### config.mk
export PLATFORM = sky130hd
export DESIGN_NAME = fwd_hazard_unit_flat
export DESIGN_NICKNAME = d
export VERILOG_FILES = /design/src/rtl/fwd_hazard_if.sv /design/src/rtl/fwd_hazard_unit.sv /design/src/flat_wrapper.sv
export SDC_FILE = /design/constraint.sdc
export NUM_CORES = 1
export LEC_CHECK = 0
export BUFFER_PORTS_ARGS = -buffer_cell sky130_fd_sc_hd__buf_2
export CAP_MARGIN = 20
export CELL_PAD_IN_SITES_DETAIL_PLACEMENT = 0
export CELL_PAD_IN_SITES_GLOBAL_PLACEMENT = 1
export CORE_UTILIZATION = 32
export CTS_CLUSTER_SIZE = 14
export DETAILED_ROUTE_END_ITERATION = 10
export HOLD_SLACK_MARGIN = 0.15
export PLACE_DENSITY_LB_ADDON = 0.1
export SLEW_MARGIN = 10
export SYNTH_ARGS = -nofsm -noshare
export SYNTH_HDL_FRONTEND = slang
export SYNTH_SLANG_ARGS = --single-unit
### constraint.sdc
create_clock -name clk -period 4.4 [get_ports clk]
set_clock_uncertainty 0.1 [all_clocks]
set_input_delay 0.66 -clock clk [delete_from_list [all_inputs] [get_ports clk]]
set_output_delay 0.66 -clock clk [all_outputs]
set_load 0.1 [all_outputs]
### src/rtl/fwd_hazard_if.sv
// rtl/fwd_hazard_if.sv - pipeline signals exchanged with the forwarding/hazard unit
interface fwd_hazard_if #(
    parameter int AW     = 5,
    parameter int NSTAGE = 2
);
    localparam int SW = $clog2(NSTAGE + 1);

    logic [AW-1:0]        rs_ID;
    logic [AW-1:0]        rt_ID;
    logic [AW-1:0]        rs_EX;
    logic [AW-1:0]        rt_EX;
    logic [AW-1:0]        wa_EX;
    logic                 RegWr_EX;
    logic                 MemRd_EX;
    logic                 ALUSrc_EX;
    logic                 useshamt_EX;
    logic                 JumpReg_EX;
    logic                 muldiv_EX;
    logic [NSTAGE*AW-1:0] wa_stg;
    logic [NSTAGE-1:0]    we_stg;
    logic                 flush;

    logic [SW-1:0]        ALUsrcA;
    logic [SW-1:0]        ALUsrcB;
    logic [SW-1:0]        JumpRegSrc;
    logic [SW-1:0]        MemWrSrc;
    logic                 stall_IF;
    logic                 stall_ID;
    logic                 stall_EX;
    logic                 bubble_EX;
    logic                 md_busy;
    logic                 md_done;
    logic [31:0]          stall_cnt;

    modport master (
        output rs_ID, rt_ID, rs_EX, rt_EX, wa_EX,
        output RegWr_EX, MemRd_EX, ALUSrc_EX, useshamt_EX, JumpReg_EX, muldiv_EX,
        output wa_stg, we_stg, flush,
        input  ALUsrcA, ALUsrcB, JumpRegSrc, MemWrSrc,
        input  stall_IF, stall_ID, stall_EX, bubble_EX, md_busy, md_done, stall_cnt
    );

    modport slave (
        input  rs_ID, rt_ID, rs_EX, rt_EX, wa_EX,
        input  RegWr_EX, MemRd_EX, ALUSrc_EX, useshamt_EX, JumpReg_EX, muldiv_EX,
        input  wa_stg, we_stg, flush,
        output ALUsrcA, ALUsrcB, JumpRegSrc, MemWrSrc,
        output stall_IF, stall_ID, stall_EX, bubble_EX, md_busy, md_done, stall_cnt
    );
endinterface

### src/rtl/fwd_hazard_unit.sv
// rtl/fwd_hazard_unit.sv - operand forwarding selects, load-use and mul/div stall control
module fwd_hazard_unit #(
    parameter int AW     = 5,
    parameter int NSTAGE = 2,
    parameter int MD_LAT = 32
) (
    input  logic       clk,
    input  logic       rst_n,
    fwd_hazard_if.slave bus
);
    localparam int SW = $clog2(NSTAGE + 1);

    typedef enum logic [1:0] {
        RUN     = 2'd0,
        MD_BUSY = 2'd1,
        MD_DONE = 2'd2
    } state_t;

    state_t        r_state;
    state_t        w_state_nxt;
    logic [7:0]    r_md_cnt;
    logic [7:0]    w_md_cnt_nxt;
    logic [31:0]   r_stall_cnt;

    logic [SW-1:0] w_sel_rs;
    logic [SW-1:0] w_sel_rt;
    logic          w_lu;
    logic          w_stall_if;
    logic          w_stall_id;
    logic          w_stall_ex;
    logic          w_bubble;
    logic          w_busy;
    logic          w_done;

    // Walk from the farthest stage down so the nearest match is written last.
    always_comb begin
        w_sel_rs = '0;
        w_sel_rt = '0;
        for (int k = NSTAGE; k >= 1; k--) begin
            if (bus.we_stg[k-1] && (bus.wa_stg[k*AW-1 -: AW] == bus.rs_EX) && (bus.rs_EX != '0))
                w_sel_rs = SW'(k);
            if (bus.we_stg[k-1] && (bus.wa_stg[k*AW-1 -: AW] == bus.rt_EX) && (bus.rt_EX != '0))
                w_sel_rt = SW'(k);
        end
    end

    assign bus.ALUsrcA    = bus.useshamt_EX ? '0 : w_sel_rs;
    assign bus.ALUsrcB    = bus.ALUSrc_EX   ? '0 : w_sel_rt;
    assign bus.JumpRegSrc = bus.JumpReg_EX  ? w_sel_rs : '0;
    assign bus.MemWrSrc   = w_sel_rt;

    assign w_lu = bus.MemRd_EX && bus.RegWr_EX && (bus.wa_EX != '0) &&
                  ((bus.wa_EX == bus.rs_ID) || (bus.wa_EX == bus.rt_ID));

    always_ff @(posedge clk or negedge rst_n) begin
        if (!rst_n) begin
            r_state  <= RUN;
            r_md_cnt <= '0;
        end else begin
            r_state  <= w_state_nxt;
            r_md_cnt <= w_md_cnt_nxt;
        end
    end

    // The entry cycle counts as the first stall, so MD_BUSY leaves one cycle early.
    always_comb begin
        w_state_nxt  = r_state;
        w_md_cnt_nxt = r_md_cnt;
        w_stall_if   = 1'b0;
        w_stall_id   = 1'b0;
        w_stall_ex   = 1'b0;
        w_bubble     = 1'b0;
        w_busy       = 1'b0;
        w_done       = 1'b0;
        case (r_state)
            RUN: begin
                w_bubble = bus.flush;
                if (bus.muldiv_EX) begin
                    w_state_nxt  = MD_BUSY;
                    w_md_cnt_nxt = 8'(MD_LAT - 1);
                    w_stall_if   = 1'b1;
                    w_stall_id   = 1'b1;
                    w_stall_ex   = 1'b1;
                end else if (w_lu) begin
                    w_stall_if = 1'b1;
                    w_stall_id = 1'b1;
                    w_bubble   = 1'b1;
                end
            end
            MD_BUSY: begin
                w_stall_if   = 1'b1;
                w_stall_id   = 1'b1;
                w_stall_ex   = 1'b1;
                w_busy       = 1'b1;
                w_md_cnt_nxt = (r_md_cnt == 8'd0) ? 8'd0 : r_md_cnt - 8'd1;
                if (r_md_cnt <= 8'd1)
                    w_state_nxt = MD_DONE;
            end
            MD_DONE: begin
                w_done      = 1'b1;
                w_state_nxt = RUN;
            end
            default: begin
                w_state_nxt  = RUN;
                w_md_cnt_nxt = '0;
            end
        endcase
    end

    assign bus.stall_IF  = rst_n & w_stall_if;
    assign bus.stall_ID  = rst_n & w_stall_id;
    assign bus.stall_EX  = rst_n & w_stall_ex;
    assign bus.bubble_EX = rst_n & w_bubble;
    assign bus.md_busy   = rst_n & w_busy;
    assign bus.md_done   = rst_n & w_done;

    always_ff @(posedge clk or negedge rst_n) begin
        if (!rst_n)
            r_stall_cnt <= '0;
        else if (w_stall_if && (r_stall_cnt != 32'hFFFF_FFFF))
            r_stall_cnt <= r_stall_cnt + 32'd1;
    end

    assign bus.stall_cnt = r_stall_cnt;
endmodule
### src/flat_wrapper.sv
// flat-port wrapper written by rule: the top's interface ports become plain ports
module fwd_hazard_unit_flat 
#(
    parameter int AW     = 5,
    parameter int NSTAGE = 2,
    parameter int MD_LAT = 32
)
  (clk, rst_n, bus_rs_ID, bus_rt_ID, bus_rs_EX, bus_rt_EX, bus_wa_EX, bus_RegWr_EX, bus_MemRd_EX, bus_ALUSrc_EX, bus_useshamt_EX, bus_JumpReg_EX, bus_muldiv_EX, bus_wa_stg, bus_we_stg, bus_flush, bus_ALUsrcA, bus_ALUsrcB, bus_JumpRegSrc, bus_MemWrSrc, bus_stall_IF, bus_stall_ID, bus_stall_EX, bus_bubble_EX, bus_md_busy, bus_md_done, bus_stall_cnt);
  fwd_hazard_if #(.AW(AW), .NSTAGE(NSTAGE)) bus_i ();
  input  logic clk;
  input  logic rst_n;
  input wire logic [$bits(bus_i.rs_ID)-1:0] bus_rs_ID;
  input wire logic [$bits(bus_i.rt_ID)-1:0] bus_rt_ID;
  input wire logic [$bits(bus_i.rs_EX)-1:0] bus_rs_EX;
  input wire logic [$bits(bus_i.rt_EX)-1:0] bus_rt_EX;
  input wire logic [$bits(bus_i.wa_EX)-1:0] bus_wa_EX;
  input wire logic [$bits(bus_i.RegWr_EX)-1:0] bus_RegWr_EX;
  input wire logic [$bits(bus_i.MemRd_EX)-1:0] bus_MemRd_EX;
  input wire logic [$bits(bus_i.ALUSrc_EX)-1:0] bus_ALUSrc_EX;
  input wire logic [$bits(bus_i.useshamt_EX)-1:0] bus_useshamt_EX;
  input wire logic [$bits(bus_i.JumpReg_EX)-1:0] bus_JumpReg_EX;
  input wire logic [$bits(bus_i.muldiv_EX)-1:0] bus_muldiv_EX;
  input wire logic [$bits(bus_i.wa_stg)-1:0] bus_wa_stg;
  input wire logic [$bits(bus_i.we_stg)-1:0] bus_we_stg;
  input wire logic [$bits(bus_i.flush)-1:0] bus_flush;
  output wire logic [$bits(bus_i.ALUsrcA)-1:0] bus_ALUsrcA;
  output wire logic [$bits(bus_i.ALUsrcB)-1:0] bus_ALUsrcB;
  output wire logic [$bits(bus_i.JumpRegSrc)-1:0] bus_JumpRegSrc;
  output wire logic [$bits(bus_i.MemWrSrc)-1:0] bus_MemWrSrc;
  output wire logic [$bits(bus_i.stall_IF)-1:0] bus_stall_IF;
  output wire logic [$bits(bus_i.stall_ID)-1:0] bus_stall_ID;
  output wire logic [$bits(bus_i.stall_EX)-1:0] bus_stall_EX;
  output wire logic [$bits(bus_i.bubble_EX)-1:0] bus_bubble_EX;
  output wire logic [$bits(bus_i.md_busy)-1:0] bus_md_busy;
  output wire logic [$bits(bus_i.md_done)-1:0] bus_md_done;
  output wire logic [$bits(bus_i.stall_cnt)-1:0] bus_stall_cnt;
  assign bus_i.rs_ID = bus_rs_ID;
  assign bus_i.rt_ID = bus_rt_ID;
  assign bus_i.rs_EX = bus_rs_EX;
  assign bus_i.rt_EX = bus_rt_EX;
  assign bus_i.wa_EX = bus_wa_EX;
  assign bus_i.RegWr_EX = bus_RegWr_EX;
  assign bus_i.MemRd_EX = bus_MemRd_EX;
  assign bus_i.ALUSrc_EX = bus_ALUSrc_EX;
  assign bus_i.useshamt_EX = bus_useshamt_EX;
  assign bus_i.JumpReg_EX = bus_JumpReg_EX;
  assign bus_i.muldiv_EX = bus_muldiv_EX;
  assign bus_i.wa_stg = bus_wa_stg;
  assign bus_i.we_stg = bus_we_stg;
  assign bus_i.flush = bus_flush;
  assign bus_ALUsrcA = bus_i.ALUsrcA;
  assign bus_ALUsrcB = bus_i.ALUsrcB;
  assign bus_JumpRegSrc = bus_i.JumpRegSrc;
  assign bus_MemWrSrc = bus_i.MemWrSrc;
  assign bus_stall_IF = bus_i.stall_IF;
  assign bus_stall_ID = bus_i.stall_ID;
  assign bus_stall_EX = bus_i.stall_EX;
  assign bus_bubble_EX = bus_i.bubble_EX;
  assign bus_md_busy = bus_i.md_busy;
  assign bus_md_done = bus_i.md_done;
  assign bus_stall_cnt = bus_i.stall_cnt;
  fwd_hazard_unit #(.AW(AW), .NSTAGE(NSTAGE), .MD_LAT(MD_LAT)) u_core (.clk(clk), .rst_n(rst_n), .bus(bus_i));
endmodule
# After elaboration in Yosys (flattened, before gate mapping)
# Cells that the tools add are included.
dict set report word_totals {
  register_bits 42
  inputBits 46
  out_inout_bits 46
  elab_cells 66
}
dict set report classes {
  add_sub_neg 2
  magnitude_cmp 1
  n_eq_ne 11
  muxes 23
  n_bitwise 6
  reduce_logical 20
}
# operator count
set op_table {}
lappend op_table {{32-bit by 1-bit adder with 32-bit output (second input constant)} 1}
lappend op_table {{32-bit inequality test (second input constant)} 1}
lappend op_table {{5-bit equality test} 6}
lappend op_table {{8-bit one-hot mux with 3 select lines} 1}
lappend op_table {{2-bit 2-to-1 mux} 9}
lappend op_table {{8-bit 2-to-1 mux} 2}
lappend op_table {{5-bit nonzero test} 3}
lappend op_table {{1-bit logical AND} 12}
lappend op_table {{8-bit by 1-bit less-or-equal comparator with 1-bit output (second input constant)} 1}
lappend op_table {{8-bit zero test} 1}
lappend op_table {{1-bit 2-to-1 mux} 8}
lappend op_table {{8-bit by 1-bit subtractor with 8-bit output (second input constant)} 1}
lappend op_table {{1-bit bitwise AND} 5}
lappend op_table {{1-bit one-hot mux with 2 select lines} 2}
lappend op_table {{2-bit one-hot mux with 2 select lines} 1}
lappend op_table {{2-bit AND reduction} 2}
lappend op_table {{2-bit by 1-bit equality test with 1-bit output (second input constant)} 1}
lappend op_table {{2-bit equality test (second input constant)} 1}
lappend op_table {{2-bit zero test} 1}
lappend op_table {{2-bit by 1-bit inequality test with 1-bit output (second input constant)} 1}
lappend op_table {{2-bit inequality test (second input constant)} 1}
lappend op_table {{1-bit logical OR} 1}
lappend op_table {{1-bit NOT} 1}

# Depth between registers and ports, before layout
# Gate-level depths: netlist of the first run.
dict set report logic_depth {
  ltp_word 7
  ltp_mapped 9
  mapped_depth_nobuf 7
}

# Worst setup path after synthesis of the first run
# Ideal clock, no wire load.
dict set report synth_path {
  path_type {input -> output}
  startpoint {input bus_wa_stg[2]}
  endpoint {output bus_ALUsrcB[1]}
  arrival_ns 6.745
  required_time_ns 3.640
  slack_ns -3.105
  stages 5
  n_path_buf 0
  cell_sequence {xnor2_1 nand4_1 nor4_1 nor4_1 nor2b_1}
}
dict set report synth_between {
  elab_chain_cells 5
}
# item line
set synth_lines {}
lappend synth_lines {{start, declared} flat_wrapper.sv:23} ;# input wire logic [$bits(bus_i.wa_stg)-1:0] bus_wa_stg;
lappend synth_lines {{5-bit equality test} fwd_hazard_unit.sv:42} ;# if (bus.we_stg[k-1] && (bus.wa_stg[k*AW-1 -: AW] == bus.rt_EX) && (bus.rt_EX != '0))
lappend synth_lines {{1-bit logical AND (2 in a row)} fwd_hazard_unit.sv:42}
lappend synth_lines {{2-bit 2-to-1 mux} fwd_hazard_unit.sv:42}
lappend synth_lines {{named net bus_MemWrSrc[1]} flat_wrapper.sv:29} ;# output wire logic [$bits(bus_i.MemWrSrc)-1:0] bus_MemWrSrc;
lappend synth_lines {{2-bit 2-to-1 mux} fwd_hazard_unit.sv:48} ;# assign bus.ALUsrcB = bus.ALUSrc_EX ? '0 : w_sel_rt;
lappend synth_lines {{end, declared} flat_wrapper.sv:27} ;# output wire logic [$bits(bus_i.ALUsrcB)-1:0] bus_ALUsrcB;
# The timed path passes the listed nets, and every way through them passes these cells.

# Final worst setup path of the first run
dict set report layout_path {
  startpoint {input bus_rt_EX[1]}
  endpoint {output bus_ALUsrcB[1]}
}
dict set report layout_between {
  elab_chain_cells 6
  elab_cells_between_ends 10
  cone_classes {eq/ne (2); mux (3); reduce/logical (5)}
}
# item line
set layout_lines {}
lappend layout_lines {{start, declared} flat_wrapper.sv:15} ;# input wire logic [$bits(bus_i.rt_EX)-1:0] bus_rt_EX;
lappend layout_lines {{5-bit equality test} fwd_hazard_unit.sv:42}
lappend layout_lines {{1-bit logical AND (2 in a row)} fwd_hazard_unit.sv:42}
lappend layout_lines {{2-bit 2-to-1 mux} fwd_hazard_unit.sv:42}
lappend layout_lines {{2-bit 2-to-1 mux (*)} fwd_hazard_unit.sv:42}
lappend layout_lines {{2-bit 2-to-1 mux (*)} fwd_hazard_unit.sv:48}
# Every way passes the cells marked *; elsewhere a longest branch is shown, timed or not.

==> results of run 1 <==
## stage by stage
stage                     std cells  power (W)
after floorplan                 278    0.00117
after global placement          467    0.00131
after detailed placement        467    0.00131
after CTS                       476    0.00157
after global routing            476    0.00164
final                           476    0.00155
## layout by cell type, fill, tap and decap left out, drive strengths merged
cell type,netlist,routed
dfrtp,42,42
a221oi,2,2
and2,3,3
nor3,13,13
or4,4,4
nor4,8,8
a211oi,2,2
inv,11,12
nand3,11,11
or3,2,2
a22oi,1,1
o211ai,2,2
and3,6,6
a21oi,6,6
clkbuf,1,5
nand2,28,28
ha,4,4
o21a,1,1
nand3b,1,1
or4b,1,1
nand4b,1,1
nor2,27,27
o21ai,3,3
clkinv,0,2
and4,2,2
and3b,1,1
nand4,18,18
buf,4,92
nand2b,1,1
xor2,24,24
o311ai,1,1
o22ai,1,1
xnor2,40,40
a21o,1,1
nor2b,5,5
dlygate4sd3,0,1
## sequential cells by signal, summed over array words and instances, names as in the netlist
register / count
u_core.r_state: 2
u_core.r_md_cnt: 8
u_core.bus.stall_cnt: 32
## path summary, 6_finish.rpt
| check | from | slack (ns) | cells after the start | endpoint |
|---|---|---|---|---|
| min in group asynchronous | rst_n | 0.64 | 2 | u_core.r_md_cnt[5] |
| worst max-delay path | bus_rt_EX[1] | 1.08 | 7 | bus_ALUsrcB[1] |
| worst min register to register | u_core.bus.stall_cnt[23] | 0.40 | 1 | u_core.bus.stall_cnt[23] |
| worst min-delay path | u_core.bus.stall_cnt[23] | 0.40 | 1 | u_core.bus.stall_cnt[23] |
| max in group asynchronous | rst_n | 2.83 | 3 | u_core.bus.stall_cnt[26] |
| worst max register to register | u_core.bus.stall_cnt[0] | 1.92 | 7 | u_core.bus.stall_cnt[23] |
## worst max-delay path: cells and delay by family
family,cells,cell delay [ns]
buffers and inverters,2,0.54
and+or+nand+nor,5,1.35
## final cells by class
type	instances	area (µm²)	area share
multi-input cells	220	1520	0.460
repair buffers	93	473	0.143
clock buffers	5	68.8	0.0209
inverters	11	41.3	0.0125
well taps	102	128	0.0387
clock inverters	3	18.8	0.00569
flip-flops and latches	42	1050	0.319
## power groups by stage
stage / sequential [W] / combinational (W) / clock (W)
after global placement: 0.000557 / 0.000749 / 0
after CTS: 0.000550 / 0.000751 / 0.000267
after detailed placement: 0.000557 / 0.000749 / 0
after global routing: 0.000566 / 0.000797 / 0.000280
final: 0.000550 / 0.000742 / 0.000254
after floorplan: 0.000780 / 0.000387 / 0
## layer usage
metal / routed length [µm] / global-route usage / up-vias / share of wire
met5: 0 / 0 / - / 0
met4: 61 / 0.0352 / 0 / 0.0097
met3: 235 / 0.0312 / 5 / 0.037
met2: 3120 / 0.267 / 43 / 0.49
met1: 2880 / 0.191 / 1106 / 0.46
li1: - / - / 1154 / -
## cell families (layout without fill, tap and decap cells)
family                     Yosys count  count (layout)  share of synthesized area
DFF                                 42              42                      0.402
and+or+nand+nor                    132             132                      0.281
buffers and inverters               16             112                     0.0321
AOI/OAI and AO/OA                   20              20                     0.0517
xor gates and xnor gates            64              64                      0.214
adders and majority gates            4               4                     0.0191
==> reports/qor_table.md, run 1 <==
| Quantity | Value |
|---|---|
| Status | finished clean |
| Class of the most critical setup path | primary input to output pin |
| Avg Vias per Cell | 4.85 |
| Aggregate global routing overflow | 0 |
| Combinational power share | 0.480 |
| Worst Path Arrival | 2.56 ns |
| Number of antenna cells inserted | 0 |
| Final worst setup slack | 1.08 ns |
| Worst hold slack after final layout | 0.397 ns |
| Routability congestion estimate | 0.845 |
| Area added between synthesis and finish | 26.1% |
| Required time worst endpoint | 3.64 ns |
| Yosys top cell area share | 0.402 |
| Number of buffers added to fix hold violations after cts | 1 |
| Class of the most critical hold timing path | register to register |
| Fmax | 0.301 GHz |
| Detailed-route wire length per cell | 13.2 µm |
| Fraction of the cycle the final worst path needs | 0.754 |
| Transition time of the tightest slew-check pin | 0.669 ns |
| Horiz. Die Dim | 92.4 µm |
| CP peak stage delay | 0.52 ns |
| Clock net sink count | 42 |
| Mapped Cells | 278 |
| Final routed wirelength across all metal layers | 6.30 mm |
| Postcts setup bufs | 0 |
| Final hold violation count | 0 |
| Post-synthesis sequential area ratio | 0.402 |
| Max-slew violation count | 0 |
| Ratio of cells with drive above 1 in the final layout | 0.299 |
| Worst max-slew margin expressed relative to the limit | 0.554 |
| DRC violations left | 0 |
| Synthesized netlist net count | 328 |
| Post_cts resized | 0 |
| Setup TNS | 0 ns |
| Maximum number of pins on one net before global-route repair | 40 |
| Seq pwr share | 0.356 |
| Main flop type after synthesis | sky130_fd_sc_hd__dfrtp_1 |
| Initial core utilization | 0.335 |
| Vias in the first global route | 2255 |
| Yosys warnings | 0 |
| CP endpoint kind | output pin |
| Synth cell types | 42 |
| Row Count | 32 |
| Final core area utilization | 0.422 |
| Clock tree from TritonCTS | yes |
| Internal portion of total power | 0.000752 W |
| Number of nets in the finished design | 423 |
| Register clock-pin slew on the reported worst setup and hold paths | 0.08 ns |
| Largest area contributor in the synthesized netlist | sky130_fd_sc_hd__dfrtp_1 |
| Cell area after synthesis | 2610 µm² |
| IR Drop Worst-Case VDD | 0.221 mV |
| Post-Place Setup Slack | 1.07 ns |
| Vias | 2308 |
| Number of enable flip-flop cells after synthesis | 0 |
| Number of iterations in the first detailed-routing pass | 5 |
| Area of all placed cells without fillers | 3300 µm² |
| Global-route wire length before repair | 10.5 mm |
| Clock latency of the later-clocked register in the worst-skew pair | 0.30 ns |
| Mean cell area of the mapped netlist | 9.40 µm² |
| Chip Height | 92.4 µm |
| Detailed placer's ending HPWL | 5.05 mm |
| Starting DRC count in detailed routing | 51 |
| Total routing usage reported by global routing | 0.152 |
| Clock root buffer | sky130_fd_sc_hd__clkbuf_8 |
| Area of the core | 7810 µm² |
| Leakage power figure | 1.58 nW |
| Slowest CP cell | sky130_fd_sc_hd__or4_1 |
| Chain of cells forming the critical path | buf_2 > or4_1 > nor2_1 > nor4_4 > nor4_4 > nor2b_4 > buf_2 |
| Net switching fraction of the power | 0.514 |
| Max_cap viols | 0 |
| Antenna viol nets, final | 0 |
| Top-count cell post-synth | sky130_fd_sc_hd__dfrtp_1 |
| Worst-path maximum fanout | 3 |
| Power Dens Cells | 469 nW/µm² |
| Final critical delay including setup and external delays | 3.32 ns |
| Buffers on Ports | 91 |
| Clock buffer depth | 2 |
| Clock group share of total power | 0.164 |
| Share of flip-flops with an asynchronous set or reset after synthesis | 1.00 |
| Switching power | 0.000794 W |
| Number of CTS-inserted buffers | 5 |
| Nature of the critical path startpoint | primary input |
| I/O pin cnt | 92 |
| Most frequent cells after synthesis | sky130_fd_sc_hd__dfrtp_1 (42), sky130_fd_sc_hd__xnor2_1 (40), sky130_fd_sc_hd__nand2_1 (28) |
| Die footprint | 8530 µm² |
| Post-detailed-placement cell area | 3200 µm² |
| Unrepaired setup endpoints after global routing | no |
| Count of H-tree levels built during CTS | 2 |
| Initial antenna violation count | 0 |
| Number of setup violations in the final report | 0 |
| # fillers | 838 |
| Biggest area contributors in the synthesized netlist | sky130_fd_sc_hd__dfrtp_1 (40%), sky130_fd_sc_hd__xnor2_1 (13%), sky130_fd_sc_hd__xor2_1 (8.0%) |
| Number of storage elements in the synthesis netlist | 42 |
No activity file was read; power rests on OpenSTA's default activity.
==> run 2, diff against run 1 <==
==> constraint.sdc (replaced) <==
create_clock -name clk -period 3.1 [get_ports clk]
set_clock_uncertainty 0.1 [all_clocks]
set_input_delay 0.465 -clock clk [delete_from_list [all_inputs] [get_ports clk]]
set_output_delay 0.465 -clock clk [all_outputs]
set_load 0.1 [all_outputs]
==> run 2 against run 1 <==
Against the previous run: via count barely moved; critical path depth is the same; clock power rose by 76%; count of clock-buffer cells in the layout did not move; first-iteration DRC count grew 14%.
==> reports/qor_table.md, run 2 (synthesis results as in run 1) <==
| Quantity | Value |
|---|---|
| Antenna viol nets, final | 0 |
| Aggregate global routing overflow | 0 |
| Final routed wirelength across all metal layers | 6.48 mm |
| Number of buffer and inverter instances along the worst setup path | 2 |
| Maximum number of pins on one net before global-route repair | 41 |
| Max-slew violation count | 0 |
| Avg Vias per Cell | 4.83 |
| CP peak stage delay | 0.56 ns |
| Number of CTS-inserted buffers | 5 |
| Clock latency of the later-clocked register in the worst-skew pair | 0.30 ns |
| Class of the most critical hold timing path | primary input to asynchronous set/reset pin |
| Number of antenna cells inserted | 0 |
| Final worst setup slack | 0.321 ns |
| Area added between synthesis and finish | 30.3% |
| Leading cell type in the layout, fill and taps excluded | sky130_fd_sc_hd__buf_2 |
| Worst Path Arrival | 2.21 ns |
| Worst-path maximum fanout | 3 |
| Register clock-pin slew on the reported worst setup and hold paths | 0.08 ns |
| Cell family with most CP delay | simple AND/OR/NAND/NOR gates |
| Power Dens Cells | 675 nW/µm² |
| Class of the most critical setup path | primary input to output pin |
| Final core area utilization | 0.436 |
| Clock tree from TritonCTS | yes |
| Status | finished clean |
| Count of H-tree levels built during CTS | 2 |
| Final critical delay including setup and external delays | 2.78 ns |
| IR Drop Worst-Case VDD | 0.288 mV |
| Routability congestion estimate | 0.750 |
| Nature of the critical path startpoint | primary input |
| Initial core utilization | 0.335 |
| Vias | 2310 |
| Row Count | 32 |
| Total routing usage reported by global routing | 0.158 |
| Die footprint | 8530 µm² |
| Final hold violation count | 0 |
| Leakage power figure | 1.60 nW |
| Fraction of the cycle the final worst path needs | 0.897 |
| Crit path top cell by count | sky130_fd_sc_hd__or4_1 |
| Top library cells by usage in the layout, fill and taps aside | sky130_fd_sc_hd__buf_2 (88), sky130_fd_sc_hd__dfrtp_1 (42), sky130_fd_sc_hd__xnor2_1 (40) |
| Global-route wire length before repair | 10.7 mm |
| Worst max-slew margin expressed relative to the limit | 0.546 |
| Detailed placer's ending HPWL | 5.13 mm |
| Area of the core | 7810 µm² |
| Unrepaired setup endpoints after global routing | no |
| Ratio of cells with drive above 1 in the final layout | 0.319 |
| Number of flip-flops under the largest register name | 32 |
| Buffers on Ports | 91 |
| Fmax | 0.360 GHz |
| CP endpoint kind | output pin |
| Detailed-route wire length per cell | 13.6 µm |
| Clock net sink count | 42 |
| Horiz. Die Dim | 92.4 µm |
| Slowest CP cell | sky130_fd_sc_hd__or4_1 |
| Required time worst endpoint | 2.53 ns |
| Max_cap viols | 0 |
| Starting DRC count in detailed routing | 58 |
| Post-Place Setup Slack | 0.314 ns |
| Number of nets in the finished design | 425 |
| Clock buffer depth | 2 |
| Clock root buffer | sky130_fd_sc_hd__clkbuf_8 |
| Chain of cells forming the critical path | buf_2 > or4_1 > nor2_1 > nor4_1 > or4_1 > nor2_2 > buf_12 |
| Initial antenna violation count | 0 |
| DRC violations left | 0 |
| Transition time of the tightest slew-check pin | 0.681 ns |
| I/O pin cnt | 92 |
| Chip Height | 92.4 µm |
| Vias in the first global route | 2257 |
| Number of setup violations in the final report | 0 |
| Number of iterations in the first detailed-routing pass | 4 |
[run 2: final timing paths]
kind / startpoint / to / slack (ns) / depth (start not counted)
hold reg to reg: u_core.bus.stall_cnt[23] / u_core.bus.stall_cnt[23] / 0.41 / 1
setup reg to reg: u_core.bus.stall_cnt[6] / u_core.bus.stall_cnt[22] / 0.84 / 6
hold / removal: rst_n / u_core.r_md_cnt[0] / 0.41 / 2
max in group asynchronous: rst_n / u_core.bus.stall_cnt[29] / 1.75 / 3
setup / recovery: bus_rs_EX[1] / bus_JumpRegSrc[1] / 0.32 / 7
min in group clk: u_core.bus.stall_cnt[23] / u_core.bus.stall_cnt[23] / 0.41 / 1
[run 2: worst reg2reg max path, stage by stage (launching register included)]
cell,delay (ns)
sky130_fd_sc_hd__dfrtp_1,0.51
sky130_fd_sc_hd__nand4_4,0.17
sky130_fd_sc_hd__nor4_4,0.46
sky130_fd_sc_hd__nand4_1,0.17
sky130_fd_sc_hd__and3b_1,0.42
sky130_fd_sc_hd__nand4_1,0.23
sky130_fd_sc_hd__xnor2_1,0.13
[run 2: final cells by class]
class	instances	area [µm²]
inverter	11	41.3
multi-input combinational	220	1540
timing repair buffer	95	533
clock inverter	3	43.8
tap	102	128
fill	827	4400
clock buffer	5	68.8
sequential	42	1050
[run 2: timing repair]
item,4_1_cts,5_1_grt
hold buffers,1,0
setup buffers,0,0
gates resized for setup,0,0
hold endpoints to repair,2,0
[run 2: report_power, final]
group          internal, W  leakage, nW  total (W)  switching (W)
clock network     0.000242       0.0585   0.000447       0.000205
registers         0.000651        0.543   0.000780       0.000129
logic             0.000268         1.00    0.00107       0.000802
[run 2: metal layers]
layer / track usage / routed length, µm / up-vias
met4: 0.0352 / 38 / 0
met1: 0.218 / 3070 / 1111
li1: - / - / 1156
met5: 0 / 0 / -
met2: 0.259 / 3190 / 39
met3: 0.0271 / 184 / 4
[run 2: metrics by stage]
stage                     setup TNS, ns  hold slack [ns]  cell area, µm²  cells  total power [W]
after floorplan                   -1.11           0.0694            2670    278          0.00166
after global placement                0            0.199            3280    469          0.00187
after detailed placement              0            0.200            3280    469          0.00187
after CTS                             0            0.407            3400    478          0.00233
after global routing                  0            0.427            3400    478          0.00244
final                                 0            0.406            3400    478          0.00230
==> run 3, diff against run 2 <==
--- a/config.mk
+++ b/config.mk
@@ -5,6 +5,7 @@
 export SDC_FILE = /design/constraint.sdc
 export NUM_CORES = 1
 export LEC_CHECK = 0
+export ABC_AREA = 1
 export BUFFER_PORTS_ARGS = -buffer_cell sky130_fd_sc_hd__buf_2
 export CAP_MARGIN = 20
 export CELL_PAD_IN_SITES_DETAIL_PLACEMENT = 0
==> run 3 against run 2 <==
Against the previous run: register-to-register slack worse by 0.04 ns; flip-flop and latch count stayed put; power is 7.8% higher; sequential share of layout area is 4.9 points lower; non-clock buffer count is 1 lower; global-route usage is 2.4 points higher; die area is 26% higher; synthesized area is 27% higher; final cell count is 55% higher; via count is 50% higher; final area is 19% higher; sequential power is 2% lower; critical path type is now register to output pin; largest cell class unchanged; largest power group unchanged.
==> reports/qor_table.md, run 3 <==
| Quantity | Value |
|---|---|
| Share of flip-flops with an asynchronous set or reset after synthesis | 1.00 |
| Power Dens Cells | 611 nW/µm² |
| Post-synthesis sequential area ratio | 0.317 |
| Initial core utilization | 0.335 |
| Unrepaired setup endpoints after global routing | no |
| Leading cell type in the layout, fill and taps excluded | sky130_fd_sc_hd__nand2_1 |
| Mean cell area of the mapped netlist | 6.41 µm² |
| Arithmetic-cell share of the synthesized area counting full adders, half adders and majority gates | 0.0151 |
| Die footprint | 10800 µm² |
| Synthesized-area fraction occupied by and/or/nand/nor cells | 0.467 |
| Antenna viol nets, final | 0 |
| Main flop type after synthesis | sky130_fd_sc_hd__dfrtp_1 |
| CP endpoint kind | output pin |
| Combinational power share | 0.474 |
| Number of setup violations in the final report | 0 |
| Nature of the critical path startpoint | register |
| Final routed wirelength across all metal layers | 9.70 mm |
| Dominant combinational cell family by area after synthesis | simple AND/OR/NAND/NOR gates |
| Mapped Cells | 518 |
| Yosys top cell area share | 0.317 |
| Top library cells by usage in the layout, fill and taps aside | sky130_fd_sc_hd__nand2_1 (187), sky130_fd_sc_hd__buf_2 (90), sky130_fd_sc_hd__nor2_1 (73) |
| Net switching fraction of the power | 0.487 |
| Horiz. Die Dim | 104 µm |
| Cell area after synthesis | 3320 µm² |
| Top-count cell post-synth | sky130_fd_sc_hd__nand2_1 |
| Area added between synthesis and finish | 22.1% |
| Maximum number of pins on one net before global-route repair | 43 |
| IR Drop Worst-Case VDD | 0.444 mV |
| Worst Path Arrival | 1.88 ns |
| Starting DRC count in detailed routing | 147 |
| Seq pwr share | 0.308 |
| Final critical delay including setup and external delays | 2.44 ns |
| Detailed-route wire length per cell | 13.1 µm |
| Worst-path maximum fanout | 8 |
| Most frequent cells after synthesis | sky130_fd_sc_hd__nand2_1 (187), sky130_fd_sc_hd__nor2_1 (73), sky130_fd_sc_hd__nand3_1 (53) |
| Clock tree from TritonCTS | yes |
| Number of enable flip-flop cells after synthesis | 0 |
| Post_cts resized | 0 |
| Ratio of cells with drive above 1 in the final layout | 0.194 |
| Post-detailed-placement cell area | 3910 µm² |
| Area of all placed cells without fillers | 4050 µm² |
| Post-Place Setup Slack | 0.718 ns |
| Crit path top cell by count | sky130_fd_sc_hd__nor2_1 |
| Aggregate global routing overflow | 0 |
| Fmax | 0.409 GHz |
| Class of the most critical setup path | register to output pin |
| DRC violations left | 0 |
| Number of iterations in the first detailed-routing pass | 4 |
| Number of storage elements in the synthesis netlist | 42 |
| Number of nets in the finished design | 658 |
| Clock group share of total power | 0.218 |
| Transition time of the tightest slew-check pin | 0.598 ns |
| Status | finished clean |
| Count of H-tree levels built during CTS | 2 |
| Complex-gate fraction of the synthesized area | 0.0354 |
| Biggest area contributors in the synthesized netlist | sky130_fd_sc_hd__dfrtp_1 (32%), sky130_fd_sc_hd__nand2_1 (21%), sky130_fd_sc_hd__nor2_1 (8.3%) |
| Max-slew violation count | 0 |
| Number of antenna cells inserted | 0 |
| Clock root buffer | sky130_fd_sc_hd__clkbuf_8 |
| Leakage power figure | 2.22 nW |
| Total power draw | 0.00248 W |
| Synth cell types | 33 |
| Largest area contributor in the synthesized netlist | sky130_fd_sc_hd__dfrtp_1 |
| Register clock-pin slew on the reported worst setup and hold paths | 0.09 ns |
| Detailed placer's ending HPWL | 7.75 mm |
| Postcts setup bufs | 0 |
| Area of the core | 9910 µm² |
| Internal portion of total power | 0.00127 W |
| CP peak stage delay | 0.51 ns |
| Initial antenna violation count | 0 |
| I/O pin cnt | 92 |
| Worst max-slew margin expressed relative to the limit | 0.600 |
| Clock net sink count | 42 |
| Clock buffer depth | 2 |
| Slowest CP cell | sky130_fd_sc_hd__dfrtp_1 |
| Total routing usage reported by global routing | 0.182 |
| Setup TNS | 0 ns |
| Chain of cells forming the critical path | inv_1 > nor2_1 > nor2_1 > a21oi_2 > buf_2 |
| Class of the most critical hold timing path | primary input to asynchronous set/reset pin |
| Vias | 3464 |
| Required time worst endpoint | 2.53 ns |
| Max_cap viols | 0 |
| Mux cell area share after synthesis | 0 |
| Buffers on Ports | 91 |
| Routability congestion estimate | 0.846 |
| Final hold violation count | 0 |
| Fraction of the cycle the final worst path needs | 0.788 |
| Final worst setup slack | 0.656 ns |
| Vias in the first global route | 3231 |
| Clock latency of the later-clocked register in the worst-skew pair | 0.30 ns |
| Global-route wire length before repair | 16.1 mm |
| Yosys warnings | 0 |
| Number of buffers added to fix hold violations after cts | 0 |
| Chip Height | 104 µm |
| Avg Vias per Cell | 4.67 |
| Switching power | 0.00121 W |
| Synthesized netlist net count | 568 |
| Synth Area in XOR/XNOR | 0.0844 |
| Number of CTS-inserted buffers | 5 |
| Number of flip-flops under the largest register name | 32 |
| Row Count | 36 |
-- run 3: changes by cell type after synthesis, moves of 7 or more --
cell,change
sky130_fd_sc_hd__xnor2_1,-29
sky130_fd_sc_hd__inv_1,+39
sky130_fd_sc_hd__nand3b_1,+7
sky130_fd_sc_hd__nand4_1,-10
sky130_fd_sc_hd__nor2_1,+48
sky130_fd_sc_hd__nand2_1,+159
sky130_fd_sc_hd__nand3_1,+46
-- run 3: logic make-up (layout without fill, tap and decap cells) --
group           count (synthesis)  in the layout
simple gates                  359            359
buf+inv                        63            154
flops                          42             42
xor+xnor                       32             32
compound gates                 18             18
fa+ha+maj                       4              4
-- run 3: power by group through the flow --
stage / combinational [W] / sequential [W] / clock [W]
after detailed placement: 0.00119 / 0.000772 / 0
after global placement: 0.00117 / 0.000770 / 0
after CTS: 0.00119 / 0.000763 / 0.000560
after floorplan: 0.000690 / 0.00103 / 0
final: 0.00118 / 0.000763 / 0.000539
after global routing: 0.00129 / 0.000783 / 0.000575
-- run 3: final timing paths --
check	cells after the start	slack, ns	from	to
worst max-delay path	5	0.66	u_core.r_state[0]	bus_stall_ID
worst min-delay path	2	0.20	rst_n	u_core.bus.stall_cnt[19]
worst max register to register	9	0.80	u_core.bus.stall_cnt[0]	u_core.bus.stall_cnt[10]
worst min register to register	2	0.44	u_core.r_md_cnt[6]	u_core.r_md_cnt[6]
max in group asynchronous	2	2.30	rst_n	u_core.bus.stall_cnt[3]
min in group clk	2	0.44	u_core.r_md_cnt[6]	u_core.r_md_cnt[6]
-- run 3: stage by stage --
step                      std cells  hold WS [ns]   util
final                           742         0.199  0.409
after global routing            742         0.279  0.409
after CTS                       742         0.256  0.409
after detailed placement        734         0.425  0.395
after global placement          734         0.415  0.395
after floorplan                 518        0.0694      -
-- run 3: per-layer routing --
metal	global-route usage	vias to the layer above	routed length [µm]
li1	-	1827	-
met1	0.257	1575	4750
met2	0.299	56	4570
met3	0.0276	6	324
met4	0.0276	0	59
met5	0	-	0
-- run 3: layout make-up --
type / count / area [µm²]
clock buffer: 6 / 82.6
tap: 133 / 166
sequential: 42 / 1050
fill: 1075 / 5860
timing repair buffer: 94 / 493
inverter: 52 / 195
multi-input combinational: 413 / 2010
clock inverter: 2 / 60.1
-- run 3: critical path, delay by kind of cell (launching register included) --
family,cells,cell delay (ns)
buf+inv,2,0.59
simple gates,2,0.30
flops,1,0.51
compound gates,1,0.18
